<file path="src/rtl/regfile_write_arbiter.sv">
// Arbitrates the single register-file write port between the pipeline writeback stage and a
// multi-cycle unit. It also tracks destinations still owned by the multi-cycle unit so decode can stall on them.
module regfile_write_arbiter #(
  parameter int XLEN         = 64,
  parameter int STARVE_LIMIT = 4
) (
  input  logic            clk,
  input  logic            rst,
  input  logic            p_we,
  input  logic [4:0]      p_rd,
  input  logic [XLEN-1:0] p_wd,
  input  logic            m_valid,
  output logic            m_ready,
  input  logic [4:0]      m_rd,
  input  logic [XLEN-1:0] m_wd,
  input  logic            iss_valid,
  input  logic [4:0]      iss_rd,
  input  logic [4:0]      chk_rs1,
  input  logic [4:0]      chk_rs2,
  output logic            hazard,
  output logic            stall_pipe,
  output logic            rf_we,
  output logic [4:0]      rf_a3,
  output logic [XLEN-1:0] rf_wd,
  output logic            fsm_state
);

  // Multi-cycle handshake: a result transfers in the cycle where m_valid & m_ready are both high;
  // while m_valid is high and m_ready low, the unit must hold m_rd/m_wd stable.

  localparam int CW = $clog2(STARVE_LIMIT + 1);

  typedef enum logic {
    NORMAL = 1'b0,
    DRAIN  = 1'b1
  } state_t;

  state_t          state, next_state;
  logic [CW-1:0]   starve_cnt, starve_cnt_next;
  logic [31:0]     busy, busy_next;
  logic            grant_p, grant_m, blocked;
  logic [4:0]      wr_rd;
  logic [XLEN-1:0] wr_wd;
  logic            wr_en;

  assign fsm_state = state;

  // State register
  always_ff @(posedge clk or negedge rst) begin
    if (!rst) begin
      state <= NORMAL;
    end else begin
      state <= next_state;
    end
  end

  // Next-state logic
  always_comb begin
    next_state = state;
    case (state)
      NORMAL: begin
        if (blocked && (starve_cnt == CW'(STARVE_LIMIT - 1))) next_state = DRAIN;
      end
      DRAIN: begin
        if (grant_m || !m_valid) next_state = NORMAL;
      end
      default: next_state = NORMAL;
    endcase
  end

  // Output logic: pipeline has priority except while draining a starved result
  always_comb begin
    m_ready = 1'b0;
    grant_p = 1'b0;
    grant_m = 1'b0;
    blocked = 1'b0;
    case (state)
      NORMAL: begin
        grant_p = p_we;
        grant_m = m_valid & ~p_we;
        m_ready = m_valid & ~p_we;
        blocked = m_valid & p_we;
      end
      DRAIN: begin
        grant_m = m_valid;
        m_ready = m_valid;
      end
      default: ;
    endcase
  end

  always_comb begin
    starve_cnt_next = '0;
    if (state == NORMAL && blocked) begin
      if (starve_cnt != CW'(STARVE_LIMIT)) starve_cnt_next = starve_cnt + 1'b1;
      else                                 starve_cnt_next = starve_cnt;
    end
  end

  // A grant to x0 is consumed but never reaches the register file
  assign wr_rd = grant_p ? p_rd : m_rd;
  assign wr_wd = grant_p ? p_wd : m_wd;
  assign wr_en = (grant_p | grant_m) && (wr_rd != 5'd0);

  always_ff @(posedge clk or negedge rst) begin
    if (!rst) begin
      starve_cnt <= '0;
      stall_pipe <= 1'b0;
      rf_we      <= 1'b0;
      rf_a3      <= 5'd0;
      rf_wd      <= '0;
    end else begin
      starve_cnt <= starve_cnt_next;
      stall_pipe <= (next_state == DRAIN);
      rf_we      <= wr_en;
      if (wr_en) begin
        rf_a3 <= wr_rd;
        rf_wd <= wr_wd;
      end
    end
  end

  // Scoreboard: a new issue to a register wins over a retirement of the same register
  always_comb begin
    busy_next = busy;
    if (grant_m) busy_next[m_rd] = 1'b0;
    if (iss_valid && iss_rd != 5'd0) busy_next[iss_rd] = 1'b1;
    busy_next[0] = 1'b0;
  end

  always_ff @(posedge clk or negedge rst) begin
    if (!rst) begin
      busy <= '0;
    end else begin
      busy <= busy_next;
    end
  end

  assign hazard = busy[chk_rs1] | busy[chk_rs2];

endmodule

</file>
<file path="config.mk">
export PLATFORM = sky130hd
export DESIGN_NAME = regfile_write_arbiter
export DESIGN_NICKNAME = d
export VERILOG_FILES = /design/src/rtl/regfile_write_arbiter.sv
export SDC_FILE = /design/constraint.sdc
export NUM_CORES = 1
export LEC_CHECK = 0
export BUFFER_PORTS_ARGS = -buffer_cell sky130_fd_sc_hd__buf_2
export CORE_MARGIN = 2
export CORE_UTILIZATION = 40
export DETAILED_ROUTE_END_ITERATION = 8
export GPL_ROUTABILITY_DRIVEN = 1
export PLACE_DENSITY = 0.79
export SYNTH_ARGS = -nofsm -noshare
export SYNTH_HDL_FRONTEND = slang
export SYNTH_SLANG_ARGS = --single-unit
export TNS_END_PERCENT = 5
</file>
<file path="constraint.sdc">
create_clock -name clk -period 1.8 [get_ports clk]
set_input_delay 0.36 -clock clk [delete_from_list [all_inputs] [get_ports clk]]
set_output_delay 0.36 -clock clk [all_outputs]
set_load 0.01 [all_outputs]
</file>
==> results.md, run 1 <==
* Hold Vio Cnt, Final at 0
* Hold Crit Depth at 3
* Avg WL per Cell at 16.05 microns
* CTS sink cnt at 105
* Worst setup slack after placement at -0.3127 ns
* Met1 Use GR at 0.2838
* Clk buf depth at 2
* Post-synthesis cell area at 5440 sq um
* Critical Path AT at 1.92 ns
* Main synth FF type: dfrtp_1
* Crit-path slowest cell: mux4_2
* Grt peak-use layer: met2
* Hold Slack at 0.2505 ns
* Reg2reg path depth at 5
* Post-DP Area at 6895 sq um
* Core Region at 13240 sq um
* Worst-Skew Late Latency at 0.35 ns
* Max-cap check violation count at 0
* Worst path cell trace: mux4_2 > mux2_4 > a31oi_1 > o211ai_1 > buf_2
* Io pins at ~230
* Critical Path Max Stage Delay at 0.48 ns
* GRT Residual Overflow at 0
* Outcome: complete, but fails checks
* Antenna violations before repair at 3
* Top-count cell post-synth: nand2_1
* Dpl hpwl at 12110 microns
* Post-CTS Setup Inserts at 0
* Post-route DRC at 0
* Post-layout instance area at ~7200 sq um
* Area contributors post-synth: dfrtp_1 48%, nand2_1 10%, a31oi_1 5.7%
* Failing checks: negative setup slack
* LEAKAGE at 0.003375 uW
* Die X at about 120 microns
* Slew margin rel. at 0.7464
* Synth Net Count at 741
* Hold Startpoint: p_wd[40]
* Met2 Use GR at 0.3619
* DR iter-0 viols at 366
* I/O Buffers at approximately 230
* Clock slew at reported path FFs at 0.08 ns
* Total power at 6537 uW
* Total number of vias at between 5000 and 6000
* Gr usage total at 0.2250
* Cell taking the most area after synthesis: dfrtp_1
* Worst Hold Class: primary input to register
* Endpoints failing setup at 1
* Critical Path Sink Type: output pin
* Syn_area_per_cell at 9.380 sq um
* First-pass GRT wire length at 25610 microns
* Die ar. at 14550 sq um
* Rows at 42
* Post-layout net count at 977
* Netlist cell types at 36
* CTS Root Cell: clkbuf_16
* Synth async-reset ratio at 1.000
* Total iterations of the first detailed-routing run at 5
* CP delay by family, top: multiplexers
* Die Span Y at ~120 microns
* Worst r2r dst: busy[4]$_DFF_PN0_
* P&R area growth vs syn at 32.54%
* Skew final at 0.006266 ns
* Seq/Total Area, Yosys at 0.4830
* Critical Path Fanout Max at 3
* Minimum clock period after layout at ~2.3 ns
* Worst vdd rail ir drop at 0.0004898 V
* Synthesized flop and latch total at 105
* Drt total wl at 16040 microns
* Met3 Usage GRT at 0.05802
* Via density at 5.231
* PwrDens at 906.6 nW/um^2
* Flop2flop setup slack at ~0.23 ns
* Post-synth EDFFs at 0
* CTS H-tree lvls at 3
* Final period utilization at 1.266
* Min-Delay Endpoint: rf_wd[40]$_DFFE_PN0P_
* Top cell type's share of synthesized area at 0.4830
* Setup ws final at -0.4786 ns
* Worst Tran Pin Value at 0.3804 ns
* Initial core utilization at 0.4108
* Final Max Slew Viols at 0
* Largest net degree at the start of global routing at 74
* Fmax at 438.9 MHz
* Warnings, synthesis at 0
* Critical path depth at 5
* CP required at 1.44 ns
* Worst reg2reg path startpoint: stall_pipe$_DFF_PN0_
* CTS buffer count at 9
* Crit Path Class: register to output pin
* Fraction of layout cells with a size suffix above 1 at 0.4214
* RSZ-0062 raised after global routing: yes
* Vias in the first global route at 5147
* TritonCTS clock tree: yes
* Critical Path Start Type: register
* Mapped Cells at just under 600
* ANT nets after route at 0
* Commonest cells in the netlist: 147 x nand2_1, 105 x dfrtp_1, 58 x o21ai_0
* Layout Utilization at 0.5445
* Worst path bufs/invs at 1
* Global placement routability congestion at 0.9117
-- sequential cells by signal, indices dropped and copies added (netlist names) --
register,cells
rf_wd,64
busy,31
rf_a3,5
starve_cnt,3
rf_we,1
stall_pipe,1
-- worst reg2reg max path, cell delays in order (launching register included) --
cell,delay [ns]
dfrtp_1,0.34
nand2b_2,0.12
and2_1,0.13
or3b_1,0.50
o21ai_0,0.21
o21ai_0,0.14
-- per-layer routing --
metal | wire, microns | vias to the layer above
met2 | 7618 | 264
met3 | 1385 | 43
met5 | 18 | -
li1 | - | 2487
met1 | 6495 | 2430
met4 | 520 | 2
-- placed cells by master (no fill, tap or decap), types with 6 or more instances in the layout --
master,n
a31oi_1,50
a31oi_2,19
inv_1,6
buf_4,30
o21ai_0,58
buf_2,230
a21oi_1,7
clkbuf_16,9
nand2_1,146
mux4_2,13
dfrtp_1,105
nor2_1,57
nand3_1,6
nand3b_1,11
nor2_2,18
buf_12,6
-- power breakdown --
group	switching (uW)	total (uW)	leakage, uW	internal [uW]
Combinational	827	1620	0.00201	796
Clock	919	1910	0.000141	995
Sequential	274	3000	0.00123	2730
Total	2020	6540	0.00338	4520
-- through the flow --
stage,setup TNS (ns),instances
2_1_floorplan,-0.05573,580
6_report,-0.4786,999
4_1_cts,-0.4787,997
3_5_place_dp,-5.550,980
5_1_grt,-0.5258,999
3_3_place_gp,-5.005,980
-- worst max path at each step --
stage,startpoint,end,slack (ns)
finish,busy[23]$_DFF_PN0_,hazard,-0.48
global route,busy[23]$_DFF_PN0_,hazard,-0.53
CTS,busy[15]$_DFF_PN0_,hazard,-0.48
detailed placement,chk_rs2[0],hazard,-0.31
global placement,chk_rs2[0],hazard,-0.30
floorplan,chk_rs2[0],hazard,-0.06
-- final cells by class --
cell class,count,area [sq um]
Clock buffer,10,239.0
Tap cell,176,220.2
Multi-Input combinational cell,427,2540
Sequential cell,105,2628
Inverter,6,22.52
Timing Repair Buffer,267,1506
Clock inverter,6,50.05
Fill cell,1218,6032
Antenna cell,2,5.005
-- cells by family after synthesis --
group,count (synthesis),synth area share
buffers and inverters,48,0.05543
AO/OA/AOI/OAI,148,0.1803
XOR/XNOR,1,0.001610
adder cells (fa/ha/maj),3,0.006900
multiplexers,21,0.06923
AND/OR/NAND/NOR,254,0.2035
flip-flops,105,0.4830
-- repair_timing --
item | in CTS | in global routing
gates resized for setup | 2 | 1
pin swaps | 3 | 0
gates cloned | 0 | 0
setup endpoints to repair | 1 | 1
endpoints found under the hold margin | 25 | 0
hold buffers | 1 | 0
Note: power is estimated with default switching activity, not from simulation.
==> inputs of run 2 (changes only) <==
--- a/config.mk
+++ b/config.mk
@@ -5,12 +5,15 @@
 export SDC_FILE = /design/constraint.sdc
 export NUM_CORES = 1
 export LEC_CHECK = 0
+export ABC_CLOCK_PERIOD_IN_PS = 1800
 export BUFFER_PORTS_ARGS = -buffer_cell sky130_fd_sc_hd__buf_2
+export CORE_ASPECT_RATIO = 0.5
 export CORE_MARGIN = 2
 export CORE_UTILIZATION = 40
 export DETAILED_ROUTE_END_ITERATION = 8
 export GPL_ROUTABILITY_DRIVEN = 1
 export PLACE_DENSITY = 0.79
+export SETUP_SLACK_MARGIN = 0.3
 export SYNTH_ARGS = -nofsm -noshare
 export SYNTH_HDL_FRONTEND = slang
 export SYNTH_SLANG_ARGS = --single-unit
==> run 2 against run 1 <==
The flow still finishes with violations (negative setup slack). First-iteration DRC count shrank 7.9%. Wire length grew 0.81%. Critical path depth is the same. Worst setup slack gained 0.012 ns. Flip-flop and latch count is the same. Cell area grew 13%. Utilization grew 6.2 points. Register-to-register slack lost 0.17 ns. Critical endpoint unchanged. Largest cell class is now multi-input gates.
==> results.md, run 2 (same netlist as run 1, synthesis figures left out) <==
* Reg2reg path depth at 6 (+1)
* Fraction of layout cells with a size suffix above 1 at 0.5200 (+0.09861)
* Min-Delay Endpoint: rf_wd[13]$_DFFE_PN0P_
* P&R area growth vs syn at 49.43%
* Max reg flops at 64 (unchanged)
* Avg WL per Cell at 16.18 microns (+0.81%)
* TNS Setup at -0.4670 ns (+0.01156 ns)
* Total iterations of the first detailed-routing run at 4 (-1)
* Rows at 30 (-29%)
* Dpl hpwl at 10940 microns (-9.7%)
* Worst Hold Class: primary input to register
* Worst reg2reg path startpoint: stall_pipe$_DFF_PN0_
* Max-cap check violation count at 0 (unchanged)
* Hold Crit Depth at 3 (unchanged)
* Clock slew at reported path FFs at 0.07 ns (about the same)
* Slew margin rel. at 0.6235 (-0.1229)
* Biggest register: rf_wd
* Worst Tran Pin Value at 0.5647 ns (+0.1844 ns)
* Initial core utilization at 0.4060 (-0.004833)
* DR iter-0 viols at 337 (-7.9%)
* Most common cell after layout, fill and taps aside: buf_2
* PwrDens at 890.2 nW/um^2 (-1.8%)
* CTS Root Cell: clkbuf_16
* CP required at 1.44 ns (about the same)
* Io pins at 232 (unchanged)
* Critical Path AT at 1.91 ns (about the same)
* Critical Path Sink Type: output pin
* Worst vdd rail ir drop at 0.0004405 V (-10%)
* Clk buf depth at 2 (unchanged)
* Vias in the first global route at 4944 (-3.9%)
* CTS H-tree lvls at 3 (unchanged)
* ANT nets after route at 0 (unchanged)
* Worst setup slack after placement at -0.3562 ns (-0.04353 ns)
* Flop2flop setup slack at 0.06 ns (-0.17 ns)
* Total number of vias at 5290 (+1.2%)
* Setup ws final at -0.4670 ns (+0.01156 ns)
* Largest regs: rf_wd x64, busy x31, rf_a3 x5
* Minimum clock period after layout at 2.267 ns (-0.01156 ns)
* Post-layout instance area at 8129 sq um (+13%)
* Final Max Slew Viols at 0 (unchanged)
* Final period utilization at 1.259 (-0.006423)
* Post-layout net count at 979 (+0.20%)
* Largest net degree at the start of global routing at 69 (-6.8%)
* Global placement routability congestion at 0.8768 (-3.8%)
* Worst r2r dst: rf_wd[46]$_DFFE_PN0P_
* First-pass GRT wire length at 24090 microns (-6.0%)
* Worst-Skew Late Latency at 0.34 ns (about the same)
* Endpoints failing setup at 1 (unchanged)
* GRT Residual Overflow at 0 (unchanged)
* Die X at 168.9 microns (+40%)
* Post-DP Area at 6858 sq um (-0.54%)
* Gr usage total at 0.2038 (-0.02120)
* Critical Path Start Type: register
* CTS buffer count at 9 (unchanged)
* Via density at 5.295 (+1.2%)
* Crit Path Class: register to output pin
* I/O Buffers at 231 (unchanged)
* Failing checks: negative setup slack
* RSZ-0062 raised after global routing: yes
* # diodes at 0 (-2)
* LEAKAGE at 0.003499 uW (+3.7%)
* CTS sink cnt at 105 (unchanged)
* Hold Vio Cnt, Final at 0 (unchanged)
* Commonest non-fill, non-tap cells in the layout: 227 x buf_2, 146 x nand2_1, 104 x dfrtp_1
* Die Span Y at 86.47 microns (-28%)
* Core Region at 13400 sq um (+1.2%)
* TritonCTS clock tree: yes
* Post-route DRC at 0 (unchanged)
* Drt total wl at 16170 microns (+0.81%)
* Outcome: complete, but fails checks
* Skew final at 0.008609 ns (+0.002343 ns)
* Critical Path Fanout Max at 3 (unchanged)
* Hold Startpoint: p_wd[13]
* Fmax at 441.1 MHz (+0.51%)
* Antenna violations before repair at 0 (-3)
* Die ar. at 14610 sq um (+0.39%)
## run 2: changes by cell type in the layout (fill, tap and decap cells not counted), moves of 3 or more
| cell | previous run | this run |
|---|---|---|
| nor2_4 | 0 | 55 |
| nor2_1 | 57 | 7 |
| o21ai_0 | 58 | 16 |
| o21ai_1 | 5 | 40 |
| a31oi_4 | 0 | 28 |
| a31oi_1 | 50 | 31 |
| a31oi_2 | 19 | 10 |
| o21ai_2 | 0 | 6 |
| buf_6 | 0 | 5 |
| nor2_2 | 18 | 13 |
| buf_12 | 6 | 3 |
| buf_2 | 230 | 227 |
| bufinv_16 | 0 | 3 |
## run 2: what timing repair did
item	CTS	global route
setup buffers	0	7
pin swaps	27	75
resized for setup	52	146
setup endpoints to repair	39	103
hold endpoints to repair	29	0
hold buffers	1	0
## run 2: final cells by class
type,instances,area [sq um]
tap,176,220.2
inverter,6,22.52
clock buffer,11,232.7
timing repair buffer,269,1550
fill,1094,5271
sequential,105,2629
clock inverter,5,103.9
multi-input combinational,427,3371
## run 2: layer usage
layer,global-route usage,part of all wire,up-vias
met5,0,0,-
met4,0.06034,0.021,0
met3,0.04018,0.040,32
met2,0.3569,0.54,181
met1,0.2601,0.40,2569
li1,-,-,2508
## run 2: power breakdown
group          internal (uW)  leakage, uW  switching (uW)
clock network           1360     0.000164             873
registers               2730      0.00122             349
logic                    955      0.00211             970
total                   5040      0.00350            2190
## run 2: worst max path at each step
stage | start | endpoint | slack, ns | cells after the start
after CTS | busy[23]$_DFF_PN0_ | hazard | -0.47 | 5
after global placement | chk_rs2[0] | hazard | -0.32 | 6
after floorplan | chk_rs2[0] | hazard | -0.06 | 5
after global routing | busy[7]$_DFF_PN0_ | hazard | -0.54 | 6
after detailed placement | chk_rs2[0] | hazard | -0.36 | 6
final | busy[23]$_DFF_PN0_ | hazard | -0.47 | 5
## run 2: critical path, cell delays in order (launching register included)
cell and delay [ns]:
dfrtp_1 0.42, mux4_2 0.49, mux2_4 0.30, a31oi_4 0.12
o211ai_1 0.10, buf_2 0.15
## run 2: stage by stage
step             util  power [uW]  hold slack, ns  std cells
2_1_floorplan       -        3881         0.06441        580
3_3_place_gp   0.5118        4533          0.3210        975
3_5_place_dp   0.5118        4594          0.3251        975
4_1_cts        0.5427        6882          0.2519        992
5_1_grt        0.6066        7596          0.2399        999
6_report       0.6066        7237          0.2542        999
==> inputs of run 3 (changes only) <==
--- a/config.mk
+++ b/config.mk
@@ -8,7 +8,6 @@
 export ABC_CLOCK_PERIOD_IN_PS = 1800
 export BUFFER_PORTS_ARGS = -buffer_cell sky130_fd_sc_hd__buf_2
 export CORE_ASPECT_RATIO = 0.5
-export CORE_MARGIN = 2
 export CORE_UTILIZATION = 40
 export DETAILED_ROUTE_END_ITERATION = 8
 export GPL_ROUTABILITY_DRIVEN = 1
==> constraint.sdc (replaced) <==
create_clock -name clk -period 1.8 [get_ports clk]
set_input_delay 0.36 -clock clk [delete_from_list [all_inputs] [get_ports clk]]
set_output_delay 0.36 -clock clk [all_outputs]
set_load 0.1 [all_outputs]
==> run 3 against run 2 <==
The flow still finishes with violations (negative setup slack). Wire length increased by 15%. Sequential power about the same. Global-route usage increased by 4.7 points. Critical path depth unchanged.
==> results.md, run 3 (same netlist as run 1, synthesis figures left out) <==
* Largest net degree at the start of global routing at 70 (+1.4%)
* PwrDens at 1017 nW/um^2 (+14%)
* Hold Vio Cnt, Final at 0 (unchanged)
* First-pass GRT wire length at 27750 microns (+15%)
* CP required at 1.44 ns (about the same)
* Fraction of layout cells with a size suffix above 1 at 0.5244 (+0.004385)
* Total number of vias at 5542 (+4.8%)
* Vias in the first global route at 5369 (+8.6%)
* Final period utilization at 1.287 (+0.02767)
* Critical Path Max Stage Delay at 0.47 ns (-0.02 ns)
* CP delay by family, top: multiplexers
* Slew margin rel. at 0.6424 (+0.01893)
* CTS H-tree lvls at 3 (unchanged)
* RSZ-0062 raised after global routing: yes
* P&R area growth vs syn at 58.92%
* Avg WL per Cell at 18.37 microns (+14%)
* CTS sink cnt at 105 (unchanged)
* TritonCTS clock tree: yes
* Initial core utilization at 0.4200 (+0.01400)
* Clk buf depth at 2 (unchanged)
* Post-route DRC at 0 (unchanged)
* Endpoints failing setup at 1 (unchanged)
* Fin cells at 1010 (+1.1%)
* CTS buffer count at 9 (unchanged)
* Most common cell after layout, fill and taps aside: buf_2
* Skew final at 0.004869 ns (-0.003741 ns)
* Worst setup slack after placement at -0.5063 ns (-0.1501 ns)
* Die ar. at 14100 sq um (-3.5%)
* Commonest non-fill, non-tap cells in the layout: 156 x buf_2, 145 x nand2_1, 104 x dfrtp_1
* Gr usage total at 0.2507 (+0.04690)
* Worst vdd rail ir drop at 0.0006852 V (+56%)
* Largest regs: rf_wd x64, busy x31, rf_a3 x5
* LEAKAGE at 0.003750 uW (+7.2%)
* Dpl hpwl at 11030 microns (+0.85%)
* Final Max Slew Viols at 0 (unchanged)
* ANT nets after route at 0 (unchanged)
* Worst Hold Class: primary input to register
* Minimum clock period after layout at 2.317 ns (+0.04981 ns)
* Filler cells at 979 (-11%)
* Placed cells at 968 (-0.72%)
* DR iter-0 viols at 372 (+10%)
* Worst-Skew Late Latency at 0.34 ns (about the same)
* Failing checks: negative setup slack
* Crit-path slowest cell: mux4_2
* Core Region at 12950 sq um (-3.3%)
* Critical Path Sink Type: output pin
* GRT Residual Overflow at 0 (unchanged)
* Drt total wl at 18550 microns (+15%)
* Global placement routability congestion at 0.9159 (+4.5%)
* Clock slew at reported path FFs at 0.07 ns (about the same)
* Die Span Y at 84.47 microns (-2.3%)
* Crit Path Class: register to output pin
* Biggest register: rf_wd
* Die X at 166.9 microns (-1.2%)
* Io pins at 232 (unchanged)
* Critical Path Start Type: register
* Max reg flops at 64 (unchanged)
* Post-layout net count at 995 (+1.6%)
* Antenna violations before repair at 1 (+1)
* Worst Tran Pin Value at 0.5363 ns (-0.02839 ns)
* Worst path cell trace: mux4_2 > mux2_4 > a31oi_4 > o211ai_1 > buf_6
* Rows at 29 (-3.3%)
* Critical Path AT at 1.96 ns (+0.05 ns)
* Critical Path Fanout Max at 3 (unchanged)
* Outcome: complete, but fails checks
* Max-cap check violation count at 0 (unchanged)
* Fmax at 431.6 MHz (-2.2%)
* Total iterations of the first detailed-routing run at 5 (+1)
* CTS Root Cell: clkbuf_16
* Worst path bufs/invs at 1 (unchanged)
* I/O Buffers at 231 (unchanged)
* Via density at 5.487 (+3.6%)
* Setup ws final at -0.5168 ns (-0.04981 ns)
-- run 3: cell count changes in the layout (fill, tap and decap cells not counted), moves of 8 or more --
cell      before  now
buf_16         2   10
a31oi_4       28   12
a31oi_2       10   18
clkbuf_4       0   24
nor2_2        13    1
buf_4         31   67
nor2_4        55   68
a31oi_1       31   39
buf_2        227  156
buf_12         3   11
-- run 3: final timing paths --
path                                       from                    end  slack [ns]  depth (start not counted)
setup / recovery             busy[22]$_DFF_PN0_                 hazard       -0.52                          5
hold / removal                         m_wd[27]  rf_wd[27]$_DFFE_PN0P_        0.26                          3
setup reg to reg           stall_pipe$_DFF_PN0_  rf_wd[21]$_DFFE_PN0P_        0.13                          9
hold reg to reg              busy[26]$_DFF_PN0_     busy[26]$_DFF_PN0_        0.55                          2
max in group asynchronous                   rst      busy[1]$_DFF_PN0_        0.79                          3
min in group asynchronous                   rst     busy[17]$_DFF_PN0_        0.48                          2
-- run 3: tightest hold or removal path, stage by stage --
cell     delay, ns
buf_2         0.09
nand2_1       0.04
a31oi_1       0.07
-- run 3: timing repair --
action | in CTS | in global routing
gates cloned | 8 | 3
buffers inserted | 8 | 5
pin swaps | 78 | 96
resized for setup | 203 | 95
hold buffers | 1 | 0
setup endpoints to repair | 138 | 134
hold endpoints to repair | 24 | 0
-- run 3: routing by layer --
layer  global-route usage  part of all wire  vias up
met4              0.07155             0.021        0
met3              0.04998             0.055       37
met5                    0                 0        -
met1               0.3201              0.42     2715
met2               0.4355              0.50      248
li1                     -                 -     2542
-- run 3: stage by stage --
| stage | util | hold WS [ns] | instance area [sq um] | total power (uW) | setup TNS [ns] |
|---|---|---|---|---|---|
| final | 0.6674 | 0.2588 | 8646 | 8795 | -0.5168 |
| after global routing | 0.6674 | 0.2559 | 8646 | 9127 | -0.5899 |
| after CTS | 0.6337 | 0.2463 | 8209 | 8564 | -0.5179 |
| after detailed placement | 0.5285 | 0.3057 | 6847 | 6057 | -4.541 |
| after global placement | 0.5285 | 0.3031 | 6847 | 5999 | -3.924 |
| after floorplan | - | 0.06441 | 5500 | 5301 | -2.282 |
-- run 3: layout make-up --
type | count | area (sq um) | area share
multi-input combinational | 427 | 3271 | 0.3783
sequential | 105 | 2631 | 0.3043
timing repair buffer | 285 | 2195 | 0.2538
clock buffer | 10 | 239.0 | 0.02764
tap | 170 | 212.7 | 0.02460
clock inverter | 6 | 72.57 | 0.008394
inverter | 6 | 22.52 | 0.002605
antenna | 1 | 2.502 | 0.0002894
-- run 3: where the power goes --
part	leakage [uW]	switching, uW	internal (uW)	total, uW
Sequential	0.00122	374	2730	3100
Clock	0.000155	913	1140	2050
Combinational	0.00237	2470	1170	3640
